## config.mk

```make
export PLATFORM = sky130hd
export DESIGN_NAME = decode_execute_reg_flat
export DESIGN_NICKNAME = d
export VERILOG_FILES = /design/src/rtl/riscv_pkg.sv /design/src/rtl/decode_execute_reg_if.sv /design/src/rtl/decode_execute_reg_pipe_reg.sv /design/src/rtl/decode_execute_reg.sv /design/src/flat_wrapper.sv
export SDC_FILE = /design/constraint.sdc
export NUM_CORES = 1
export LEC_CHECK = 0
export BUFFER_PORTS_ARGS = -buffer_cell sky130_fd_sc_hd__buf_2
export CAP_MARGIN = 25
export CORE_AREA = 2 2 162 164
export DETAILED_ROUTE_END_ITERATION = 16
export DIE_AREA = 0 0 164 166
export PLACE_DENSITY_LB_ADDON = 0.05
export SYNTH_ARGS = -nofsm -noshare
export SYNTH_HDL_FRONTEND = slang
export SYNTH_SLANG_ARGS = --single-unit
```

## constraint.sdc

```tcl
create_clock -name clk -period 4 [get_ports clk]
set_input_delay 0.6 -clock clk [delete_from_list [all_inputs] [get_ports clk]]
set_output_delay 0.6 -clock clk [all_outputs]
set_load 0.1 [all_outputs]
```

## src/rtl/riscv_pkg.sv

```systemverilog
// Shared RV32I core constants: result-mux encodings, opcodes, ALU control words,
// and the width helper for the Decode->Execute control bundle.
package riscv_pkg;

    localparam int RESULTW = 2;

    typedef enum logic [RESULTW-1:0] {
        RESULT_ALU = 2'b00,
        RESULT_MEM = 2'b01,
        RESULT_PC4 = 2'b10
    } resultSrc_e;

    // Major opcodes recognised by the main decoder
    localparam logic [6:0] OP_LOAD   = 7'b0000011;
    localparam logic [6:0] OP_ITYPE  = 7'b0010011;
    localparam logic [6:0] OP_AUIPC  = 7'b0010111;
    localparam logic [6:0] OP_STORE  = 7'b0100011;
    localparam logic [6:0] OP_RTYPE  = 7'b0110011;
    localparam logic [6:0] OP_LUI    = 7'b0110111;
    localparam logic [6:0] OP_BRANCH = 7'b1100011;
    localparam logic [6:0] OP_JALR   = 7'b1100111;
    localparam logic [6:0] OP_JAL    = 7'b1101111;

    // ALU control words produced by the ALU decoder
    localparam logic [2:0] ALU_ADD = 3'b000;
    localparam logic [2:0] ALU_SUB = 3'b001;
    localparam logic [2:0] ALU_AND = 3'b010;
    localparam logic [2:0] ALU_OR  = 3'b011;
    localparam logic [2:0] ALU_XOR = 3'b100;
    localparam logic [2:0] ALU_SLT = 3'b101;
    localparam logic [2:0] ALU_SLL = 3'b110;
    localparam logic [2:0] ALU_SRL = 3'b111;

    // Control bundle: Valid, RegWrite, ResultSrc, MemWrite, Branch, Jump,
    // ALUControl, ALUSrc, Funct3
    function automatic int ctrlWidth(input int aluW);
        return 1 + 1 + RESULTW + 1 + 1 + 1 + aluW + 1 + 3;
    endfunction

endpackage

```

## src/rtl/decode_execute_reg_if.sv

```systemverilog
// Decode->Execute stage boundary: hazard controls, D-side inputs, E-side outputs.
interface decode_execute_reg_if
    import riscv_pkg::*;
#(
    parameter int XLEN  = 32,
    parameter int REGW  = 5,
    parameter int ALUCW = 3,
    parameter int CNTW  = 32
);
    logic                 StallE;
    logic                 FlushE;
    logic                 ValidD;
    logic                 RegWriteD;
    logic                 ALUSrcD;
    logic                 MemWriteD;
    logic                 BranchD;
    logic                 JumpD;
    logic [RESULTW-1:0]   ResultSrcD;
    logic [ALUCW-1:0]     ALUControlD;
    logic [2:0]           Funct3D;
    logic [XLEN-1:0]      RD1D;
    logic [XLEN-1:0]      RD2D;
    logic [XLEN-1:0]      ImmExtD;
    logic [XLEN-1:0]      PCD;
    logic [XLEN-1:0]      PCPlus4D;
    logic [REGW-1:0]      Rs1D;
    logic [REGW-1:0]      Rs2D;
    logic [REGW-1:0]      RdD;

    logic                 ValidE;
    logic                 RegWriteE;
    logic                 ALUSrcE;
    logic                 MemWriteE;
    logic                 BranchE;
    logic                 JumpE;
    logic [RESULTW-1:0]   ResultSrcE;
    logic [ALUCW-1:0]     ALUControlE;
    logic [2:0]           Funct3E;
    logic [XLEN-1:0]      RD1E;
    logic [XLEN-1:0]      RD2E;
    logic [XLEN-1:0]      ImmExtE;
    logic [XLEN-1:0]      PCE;
    logic [XLEN-1:0]      PCPlus4E;
    logic [REGW-1:0]      Rs1E;
    logic [REGW-1:0]      Rs2E;
    logic [REGW-1:0]      RdE;
    logic [CNTW-1:0]      BubbleCount;

    // Decode side / hazard unit drives the stage
    modport master (
        output StallE, FlushE, ValidD, RegWriteD, ALUSrcD, MemWriteD, BranchD, JumpD,
               ResultSrcD, ALUControlD, Funct3D, RD1D, RD2D, ImmExtD, PCD, PCPlus4D,
               Rs1D, Rs2D, RdD,
        input  ValidE, RegWriteE, ALUSrcE, MemWriteE, BranchE, JumpE, ResultSrcE,
               ALUControlE, Funct3E, RD1E, RD2E, ImmExtE, PCE, PCPlus4E,
               Rs1E, Rs2E, RdE, BubbleCount
    );

    // The pipeline register itself
    modport slave (
        input  StallE, FlushE, ValidD, RegWriteD, ALUSrcD, MemWriteD, BranchD, JumpD,
               ResultSrcD, ALUControlD, Funct3D, RD1D, RD2D, ImmExtD, PCD, PCPlus4D,
               Rs1D, Rs2D, RdD,
        output ValidE, RegWriteE, ALUSrcE, MemWriteE, BranchE, JumpE, ResultSrcE,
               ALUControlE, Funct3E, RD1E, RD2E, ImmExtE, PCE, PCPlus4E,
               Rs1E, Rs2E, RdE, BubbleCount
    );
endinterface

```

## src/rtl/decode_execute_reg_pipe_reg.sv

```systemverilog
// Generic pipeline register: sync reset, clear (bubble) beats enable (hold).
module pipe_reg #(
    parameter int W = 8
) (
    input  logic         clk,
    input  logic         rst,
    input  logic         en,
    input  logic         clr,
    input  logic [W-1:0] d,
    output logic [W-1:0] q
);
    for (genvar gi = 0; gi < W; gi++) begin : g_bit
        logic bitReg;

        // Per-bit flop: reset, then clear, then load when enabled, else hold
        always_ff @(posedge clk) begin
            if (rst) begin
                bitReg <= 1'b0;
            end else if (clr) begin
                bitReg <= 1'b0;
            end else if (en) begin
                bitReg <= d[gi];
            end
        end

        assign q[gi] = bitReg;
    end
endmodule

```

## src/rtl/decode_execute_reg.sv

```systemverilog
// Decode->Execute pipeline register with stall/flush and a saturating bubble counter.
// A bubble is all-zero, so ValidE=0 always comes with zero write/branch/jump controls
// and RdE=0 (never matches a forwarding source).
module decode_execute_reg
    import riscv_pkg::*;
#(
    parameter int XLEN  = 32,
    parameter int REGW  = 5,
    parameter int ALUCW = 3,
    parameter int CNTW  = 32
) (
    input logic clk,
    input logic rst,
    decode_execute_reg_if.slave bus
);
    localparam int CTRLW = ctrlWidth(ALUCW);
    localparam int DATAW = 5 * XLEN + 3 * REGW;
    localparam logic [CNTW-1:0] CNT_MAX = '1;
    localparam logic [CNTW-1:0] CNT_ONE = CNTW'(1);

    logic [CTRLW-1:0] ctrlD;
    logic [CTRLW-1:0] ctrlE;
    logic [DATAW-1:0] dataD;
    logic [DATAW-1:0] dataE;
    logic             loadEn;
    logic             bubbleWrite;
    logic [CNTW-1:0]  bubbleCountReg;
    logic [CNTW-1:0]  bubbleCountNext;

    // Flush always bubbles; an invalid Decode slot bubbles only when actually loading
    assign loadEn      = ~bus.StallE;
    assign bubbleWrite = bus.FlushE | (~bus.StallE & ~bus.ValidD);

    assign ctrlD = {bus.ValidD, bus.RegWriteD, bus.ResultSrcD, bus.MemWriteD, bus.BranchD,
                    bus.JumpD, bus.ALUControlD, bus.ALUSrcD, bus.Funct3D};
    assign dataD = {bus.RD1D, bus.RD2D, bus.ImmExtD, bus.PCD, bus.PCPlus4D,
                    bus.Rs1D, bus.Rs2D, bus.RdD};

    pipe_reg #(.W(CTRLW)) ctrlStage (
        .clk (clk),
        .rst (rst),
        .en  (loadEn),
        .clr (bubbleWrite),
        .d   (ctrlD),
        .q   (ctrlE)
    );

    pipe_reg #(.W(DATAW)) dataStage (
        .clk (clk),
        .rst (rst),
        .en  (loadEn),
        .clr (bubbleWrite),
        .d   (dataD),
        .q   (dataE)
    );

    assign {bus.ValidE, bus.RegWriteE, bus.ResultSrcE, bus.MemWriteE, bus.BranchE,
            bus.JumpE, bus.ALUControlE, bus.ALUSrcE, bus.Funct3E} = ctrlE;
    assign {bus.RD1E, bus.RD2E, bus.ImmExtE, bus.PCE, bus.PCPlus4E,
            bus.Rs1E, bus.Rs2E, bus.RdE} = dataE;

    // Count each bubble written, sticking at all-ones
    always_comb begin
        bubbleCountNext = bubbleCountReg;
        if (bubbleWrite && (bubbleCountReg != CNT_MAX)) begin
            bubbleCountNext = bubbleCountReg + CNT_ONE;
        end
    end

    // Bubble counter register
    always_ff @(posedge clk) begin
        if (rst) begin
            bubbleCountReg <= '0;
        end else begin
            bubbleCountReg <= bubbleCountNext;
        end
    end

    assign bus.BubbleCount = bubbleCountReg;
endmodule

```

## src/flat_wrapper.sv

```systemverilog
// flat-port wrapper written by rule: the top's interface ports become plain ports
module decode_execute_reg_flat import riscv_pkg::*;
#(
    parameter int XLEN  = 32,
    parameter int REGW  = 5,
    parameter int ALUCW = 3,
    parameter int CNTW  = 32
)
  (clk, rst, bus_StallE, bus_FlushE, bus_ValidD, bus_RegWriteD, bus_ALUSrcD, bus_MemWriteD, bus_BranchD, bus_JumpD, bus_ResultSrcD, bus_ALUControlD, bus_Funct3D, bus_RD1D, bus_RD2D, bus_ImmExtD, bus_PCD, bus_PCPlus4D, bus_Rs1D, bus_Rs2D, bus_RdD, bus_ValidE, bus_RegWriteE, bus_ALUSrcE, bus_MemWriteE, bus_BranchE, bus_JumpE, bus_ResultSrcE, bus_ALUControlE, bus_Funct3E, bus_RD1E, bus_RD2E, bus_ImmExtE, bus_PCE, bus_PCPlus4E, bus_Rs1E, bus_Rs2E, bus_RdE, bus_BubbleCount);
  decode_execute_reg_if #(.XLEN(XLEN), .REGW(REGW), .ALUCW(ALUCW), .CNTW(CNTW)) bus_i ();
  input logic clk;
  input logic rst;
  input wire logic [$bits(bus_i.StallE)-1:0] bus_StallE;
  input wire logic [$bits(bus_i.FlushE)-1:0] bus_FlushE;
  input wire logic [$bits(bus_i.ValidD)-1:0] bus_ValidD;
  input wire logic [$bits(bus_i.RegWriteD)-1:0] bus_RegWriteD;
  input wire logic [$bits(bus_i.ALUSrcD)-1:0] bus_ALUSrcD;
  input wire logic [$bits(bus_i.MemWriteD)-1:0] bus_MemWriteD;
  input wire logic [$bits(bus_i.BranchD)-1:0] bus_BranchD;
  input wire logic [$bits(bus_i.JumpD)-1:0] bus_JumpD;
  input wire logic [$bits(bus_i.ResultSrcD)-1:0] bus_ResultSrcD;
  input wire logic [$bits(bus_i.ALUControlD)-1:0] bus_ALUControlD;
  input wire logic [$bits(bus_i.Funct3D)-1:0] bus_Funct3D;
  input wire logic [$bits(bus_i.RD1D)-1:0] bus_RD1D;
  input wire logic [$bits(bus_i.RD2D)-1:0] bus_RD2D;
  input wire logic [$bits(bus_i.ImmExtD)-1:0] bus_ImmExtD;
  input wire logic [$bits(bus_i.PCD)-1:0] bus_PCD;
  input wire logic [$bits(bus_i.PCPlus4D)-1:0] bus_PCPlus4D;
  input wire logic [$bits(bus_i.Rs1D)-1:0] bus_Rs1D;
  input wire logic [$bits(bus_i.Rs2D)-1:0] bus_Rs2D;
  input wire logic [$bits(bus_i.RdD)-1:0] bus_RdD;
  output wire logic [$bits(bus_i.ValidE)-1:0] bus_ValidE;
  output wire logic [$bits(bus_i.RegWriteE)-1:0] bus_RegWriteE;
  output wire logic [$bits(bus_i.ALUSrcE)-1:0] bus_ALUSrcE;
  output wire logic [$bits(bus_i.MemWriteE)-1:0] bus_MemWriteE;
  output wire logic [$bits(bus_i.BranchE)-1:0] bus_BranchE;
  output wire logic [$bits(bus_i.JumpE)-1:0] bus_JumpE;
  output wire logic [$bits(bus_i.ResultSrcE)-1:0] bus_ResultSrcE;
  output wire logic [$bits(bus_i.ALUControlE)-1:0] bus_ALUControlE;
  output wire logic [$bits(bus_i.Funct3E)-1:0] bus_Funct3E;
  output wire logic [$bits(bus_i.RD1E)-1:0] bus_RD1E;
  output wire logic [$bits(bus_i.RD2E)-1:0] bus_RD2E;
  output wire logic [$bits(bus_i.ImmExtE)-1:0] bus_ImmExtE;
  output wire logic [$bits(bus_i.PCE)-1:0] bus_PCE;
  output wire logic [$bits(bus_i.PCPlus4E)-1:0] bus_PCPlus4E;
  output wire logic [$bits(bus_i.Rs1E)-1:0] bus_Rs1E;
  output wire logic [$bits(bus_i.Rs2E)-1:0] bus_Rs2E;
  output wire logic [$bits(bus_i.RdE)-1:0] bus_RdE;
  output wire logic [$bits(bus_i.BubbleCount)-1:0] bus_BubbleCount;
  assign bus_i.StallE = bus_StallE;
  assign bus_i.FlushE = bus_FlushE;
  assign bus_i.ValidD = bus_ValidD;
  assign bus_i.RegWriteD = bus_RegWriteD;
  assign bus_i.ALUSrcD = bus_ALUSrcD;
  assign bus_i.MemWriteD = bus_MemWriteD;
  assign bus_i.BranchD = bus_BranchD;
  assign bus_i.JumpD = bus_JumpD;
  assign bus_i.ResultSrcD = bus_ResultSrcD;
  assign bus_i.ALUControlD = bus_ALUControlD;
  assign bus_i.Funct3D = bus_Funct3D;
  assign bus_i.RD1D = bus_RD1D;
  assign bus_i.RD2D = bus_RD2D;
  assign bus_i.ImmExtD = bus_ImmExtD;
  assign bus_i.PCD = bus_PCD;
  assign bus_i.PCPlus4D = bus_PCPlus4D;
  assign bus_i.Rs1D = bus_Rs1D;
  assign bus_i.Rs2D = bus_Rs2D;
  assign bus_i.RdD = bus_RdD;
  assign bus_ValidE = bus_i.ValidE;
  assign bus_RegWriteE = bus_i.RegWriteE;
  assign bus_ALUSrcE = bus_i.ALUSrcE;
  assign bus_MemWriteE = bus_i.MemWriteE;
  assign bus_BranchE = bus_i.BranchE;
  assign bus_JumpE = bus_i.JumpE;
  assign bus_ResultSrcE = bus_i.ResultSrcE;
  assign bus_ALUControlE = bus_i.ALUControlE;
  assign bus_Funct3E = bus_i.Funct3E;
  assign bus_RD1E = bus_i.RD1E;
  assign bus_RD2E = bus_i.RD2E;
  assign bus_ImmExtE = bus_i.ImmExtE;
  assign bus_PCE = bus_i.PCE;
  assign bus_PCPlus4E = bus_i.PCPlus4E;
  assign bus_Rs1E = bus_i.Rs1E;
  assign bus_Rs2E = bus_i.Rs2E;
  assign bus_RdE = bus_i.RdE;
  assign bus_BubbleCount = bus_i.BubbleCount;
  decode_execute_reg #(.XLEN(XLEN), .REGW(REGW), .ALUCW(ALUCW), .CNTW(CNTW)) u_core (.clk(clk), .rst(rst), .bus(bus_i));
endmodule
```

==> Word-level counts from Yosys, hierarchy flattened <==
Cells that the tools add are included.
{ "op_classes": {"n_bitwise": 4, "div_mod_pow": 0, "mux": 0, "eq_ne": 1, "magnitude_cmp": 0, "reduce_logical": 2, "n_mul": 0, "shift": 0, "addsub": 1} }
{ "ops": {"columns": ["operator", "count"], "rows": [
  ["adder 32 x 1 -> 32 bit (second input constant)", 1],
  ["!= test 32 bit (second input constant)", 1],
  ["NOT 1 bit", 2],
  ["OR reduction 2 bit", 1],
  ["AND 1 bit", 1],
  ["logical AND 1 bit", 1],
  ["bitwise OR 1 bit", 1]
]} }
{ "totals": {"inputBits": 193, "romBits": 0, "ramBits": 0, "ff_bits": 221, "n_memories": 0, "latchBits": 0, "word_cells": 198} }

==> Logic depth before layout (Yosys ltp) <==
{ "depth": {"ltp_word": 4, "mapped_depth": 8} }

==> Modules after synthesis <==
A second synthesis with hierarchy kept.
{ "hier_totals": {"hier_cells": 1011, "area_unflattened_um2": 10037.1} }
{ "modules_own_cells": {"columns": ["module", "area_per_inst_um2", "cells_each", "seq_area_each_um2", "n_inst"], "rows": [
  ["pipe_reg at u_core.dataStage", 7652.3, 741, 3503.4, 1],
  ["decode_execute_reg", 1759.2, 209, 640.6, 1],
  ["pipe_reg at u_core.ctrlStage", 625.6, 61, 280.3, 1]
]} }

==> Least setup slack after synthesis <==
No wires, ideal clock.
{ "synth_timing": {"kind": "register -> register", "startpoint": "register u_core.bubbleCountReg[0], in the netlist u_core.bus.BubbleCount[0]", "endpoint": "register u_core.bubbleCountReg[18], in the netlist u_core.bus.BubbleCount[18]", "required_ns": 3.879, "stages_incl_launch_ff": 7, "n_path_buf": 0, "arrival_ns": 2.555, "setup_slack_ns": 1.324, "period_less_slack_ns": 2.676, "cell_sequence": "dfxtp_1 -> ha_1 -> and4_1 -> nand4_2 -> a21oi_1 -> nand4_1 -> mux2_2"} }
{ "synth_via": {"elab_chain_len": 2, "word_cells_on_any_way": 3} }
{ "synth_lines": {"columns": ["item", "line", "source"], "rows": [
  ["from (decl)", "decode_execute_reg.sv:27", "logic [CNTW-1:0] bubbleCountReg;"],
  ["from (signal assigned)", "decode_execute_reg.sv:75", "bubbleCountReg <= bubbleCountNext;"],
  ["parallel branches: the longest is 2 deep, another holds adder 32 x 1 -> 32 bit", null, null]
]} }
Parallel ways; which one is timed is not known.
A chain may end at the register's enable or synchronous reset.

==> Worst setup path after layout <==
{ "layout_timing": {"startpoint": "register u_core.bubbleCountReg[10], in the netlist u_core.bus.BubbleCount[10]", "endpoint": "register u_core.bubbleCountReg[11], in the netlist u_core.bus.BubbleCount[11]"} }
The elaborated chain is that of the path after synthesis.

==> flow_summary.ini <==
[status]
status = finished clean

[routing]
ant_nets = 0
via_per_inst = 4.48
wl_per_cell_um = 16.4
drcViolationCount = 0
drt-total-wl_um = 25600
first_pass_iters = 6
drtIter0Drc = 328
vias = 6987

[timing]
setup_violations = 0
fin_crit_sh = 0.606
period_minus_slack_ns = 2.42
clock-skew-final_ns = 0.0135
setup-tns-final_ns = 0
fmax_ghz = 0.413
rsz0062_at_grt = false
fin_ws_ns = 1.58
worst_pin_slew_ns = 1.21
hold_viol_final = 0
relSlewSlack = 0.193
final_max_slew_viol_count = 0
holdWs_ns = 0.299

[critical_path]
start_kind = flop
end_kind = flop
path_class = flop to flop
crit_chain = nand4_4 -> nor4_4 -> and3_4 -> nor3b_1 -> mux2_4
crit_required_ns = 4.41
crit_fanout = 31
cp.arrival_ns = 2.83
slowest_delay_ns = 0.62
cp_slowest_cell = nor4_4

[global_route]
grt_usage = 0.178
grt_start_max_net_pins = 141
grt_overflow = 0
grt_pass1_wl_um = 38400
antenna_found_initial = 3
grt_pass1_vias = 6762

[pwr]
p_switching_uw = 1530
p_per_area_nw_per_um2 = 461
intPower_uw = 3760
ir_worst_vdd_mv = 0.272
p_sw_frac = 0.289
pwr-share-seq = 0.432
p_comb_frac = 0.152
clkPwrFrac = 0.416
p_leak_uw = 0.00578

[layout]
synthToLayoutAreaGrowth_pct = 18.4
nFillCells = 2603
final_nets = 1399
drive_above_1_share = 0.389

[job]
maxCapViolCount = 0

[synthesis]
yosys_warnings = 0
synth-main-ff-cell = dfxtp_1
yosys.area_share.simple = 0.139
synthMuxAreaShare = 0.207
synth_edf_count = 0
syn_area_per_cell_um2 = 9.77
async_flop_share = 0
synth_nets = 1185
synth_area_um2 = 9690
ys_ff_latch = 221
synth_compound_area_frac = 0.0221
synthCells = 991
synth_xor_area_frac = 0.00814
synth_top_family_by_area = multiplexers
synth-adder-area-share = 0.00129
synth_cell_types = 44
yosysSeqAreaShare = 0.457

[die]
ios = 414
die_h_um = 166
die_w_um = 164
dieArea_um2 = 27200
design.core.area_um2 = 25600
initial_core_util = 0.378
core.rowCount = 59

[cts]
path_clk_slew_ns = 0.06
cts_tree = built
ctsHtreeMaxLevel = 1
clock-root-buffer = clkbuf_16
ctsHoldBuffers = 0
cts_setup_buffers = 0
ctsResizeCount = 0
cts_buffer_depth = 3
cts_buffers = 26
clkLatencyLatePin_ns = 0.53
clock_sinks = 221

[placed_design]
place_ws_ns = 1.50
dp_hpwl_um = 18500
gp_congestion = 0.778
portBuffers = 413

[worst_hold_path]
hold_path.class = primary input to flop
-- flip-flops by register name, summed over array words and instances (netlist names) --
| signal | flops |
|---|---|
| u_core.ctrlStage.g_bit.bitReg | 14 |
| u_core.dataStage.g_bit.bitReg | 175 |
| u_core.bus.BubbleCount | 32 |
-- cells in the final DEF (no fill, tap or decap), types with 10 or more instances in the layout --
cell / netlist / final
nand2_1: 13 / 13
mux2i_1: 188 / 188
clkbuf_1: 33 / 10
buf_2: 14 / 412
dfxtp_1: 221 / 221
nand4_1: 11 / 11
nor2_1: 212 / 212
clkbuf_16: 0 / 26
a21oi_1: 16 / 16
-- layout make-up --
| class | instances | area (µm²) | area share |
|---|---|---|---|
| inverters | 3 | 11.3 | 0.000982 |
| flip-flops and latches | 221 | 4420 | 0.386 |
| clock buffers | 41 | 757 | 0.0660 |
| repair buffers | 419 | 2160 | 0.188 |
| multi-input cells | 534 | 3650 | 0.318 |
| clock inverters | 5 | 36.3 | 0.00316 |
| well taps | 335 | 419 | 0.0366 |
| diodes | 3 | 7.51 | 0.000655 |
-- power groups by stage --
stage | registers, µW | logic, µW | clock network (µW)
final | 2280 | 801 | 2200
after global routing | 2290 | 843 | 2370
after CTS | 2280 | 808 | 2290
after detailed placement | 2330 | 806 | 0
after global placement | 2330 | 804 | 0
after floorplan | 2360 | 649 | 0
-- through the flow --
stage	total power, µW	util	instances	area [µm²]
after global routing	5500	0.448	1560	11500
after CTS	5380	0.447	1558	11500
after floorplan	3010	-	991	9690
after detailed placement	3140	0.416	1512	10700
after global placement	3140	0.416	1512	10700
final	5290	0.448	1561	11500
-- final timing paths --
path | start | slack [ns] | endpoint | depth (start not counted)
worst max-delay path | u_core.bus.BubbleCount[10]$_SDFFE_PP0P_ | 1.58 | u_core.bus.BubbleCount[11]$_SDFFE_PP0P_ | 5
worst min-delay path | bus_RD1D[13] | 0.30 | u_core.dataStage.g_bit[156].bitReg$_SDFFE_PP0N_ | 3
worst max register to register | u_core.bus.BubbleCount[10]$_SDFFE_PP0P_ | 1.58 | u_core.bus.BubbleCount[11]$_SDFFE_PP0P_ | 5
worst min register to register | u_core.ctrlStage.g_bit[13].bitReg$_SDFFE_PP0N_ | 0.45 | u_core.ctrlStage.g_bit[13].bitReg$_SDFFE_PP0N_ | 2
-- worst max-delay path: cells and delay by family, from the launching register on --
family        cells  cell delay (ns)
flops             1             0.52
mux               1             0.31
simple gates      4             1.46
-- Yosys cell counts (3+ instances only) --
cell / n / share of area
mux2_2: 3 / 0.0035
mux2i_1: 188 / 0.19
or4_1: 8 / 0.0062
buf_2: 14 / 0.0072
nand4_1: 11 / 0.0071
o31ai_1: 8 / 0.0062
and4_1: 3 / 0.0027
nor4_1: 5 / 0.0032
buf_4: 183 / 0.14
inv_1: 3 / 0.0012
xnor2_1: 9 / 0.0081
buf_6: 3 / 0.0035
nor2_1: 212 / 0.082
o21ai_0: 3 / 0.0015
clkbuf_1: 33 / 0.013
nor2b_1: 9 / 0.0058
a211oi_1: 3 / 0.0023
a21oi_1: 16 / 0.0083
or3_1: 6 / 0.0039
nand2_1: 13 / 0.0050
mux2_4: 5 / 0.0077
dfxtp_1: 221 / 0.46
nand3_1: 8 / 0.0041
-- kinds of logic after synthesis --
family,count (synthesis)
flops,221
simple gates,292
buf+inv,236
compound gates,35
fa+ha+maj,1
xor+xnor,9
mux,197
-- per-layer routing --
metal  up-vias  global-route usage  part of all wire
met5         -                   0                 0
met4         0              0.0385             0.015
met3        22              0.0589             0.098
met2       266               0.316              0.49
met1      3130               0.207              0.40
li1       3569                   -                 -
No activity file was read; power rests on OpenSTA's default activity.
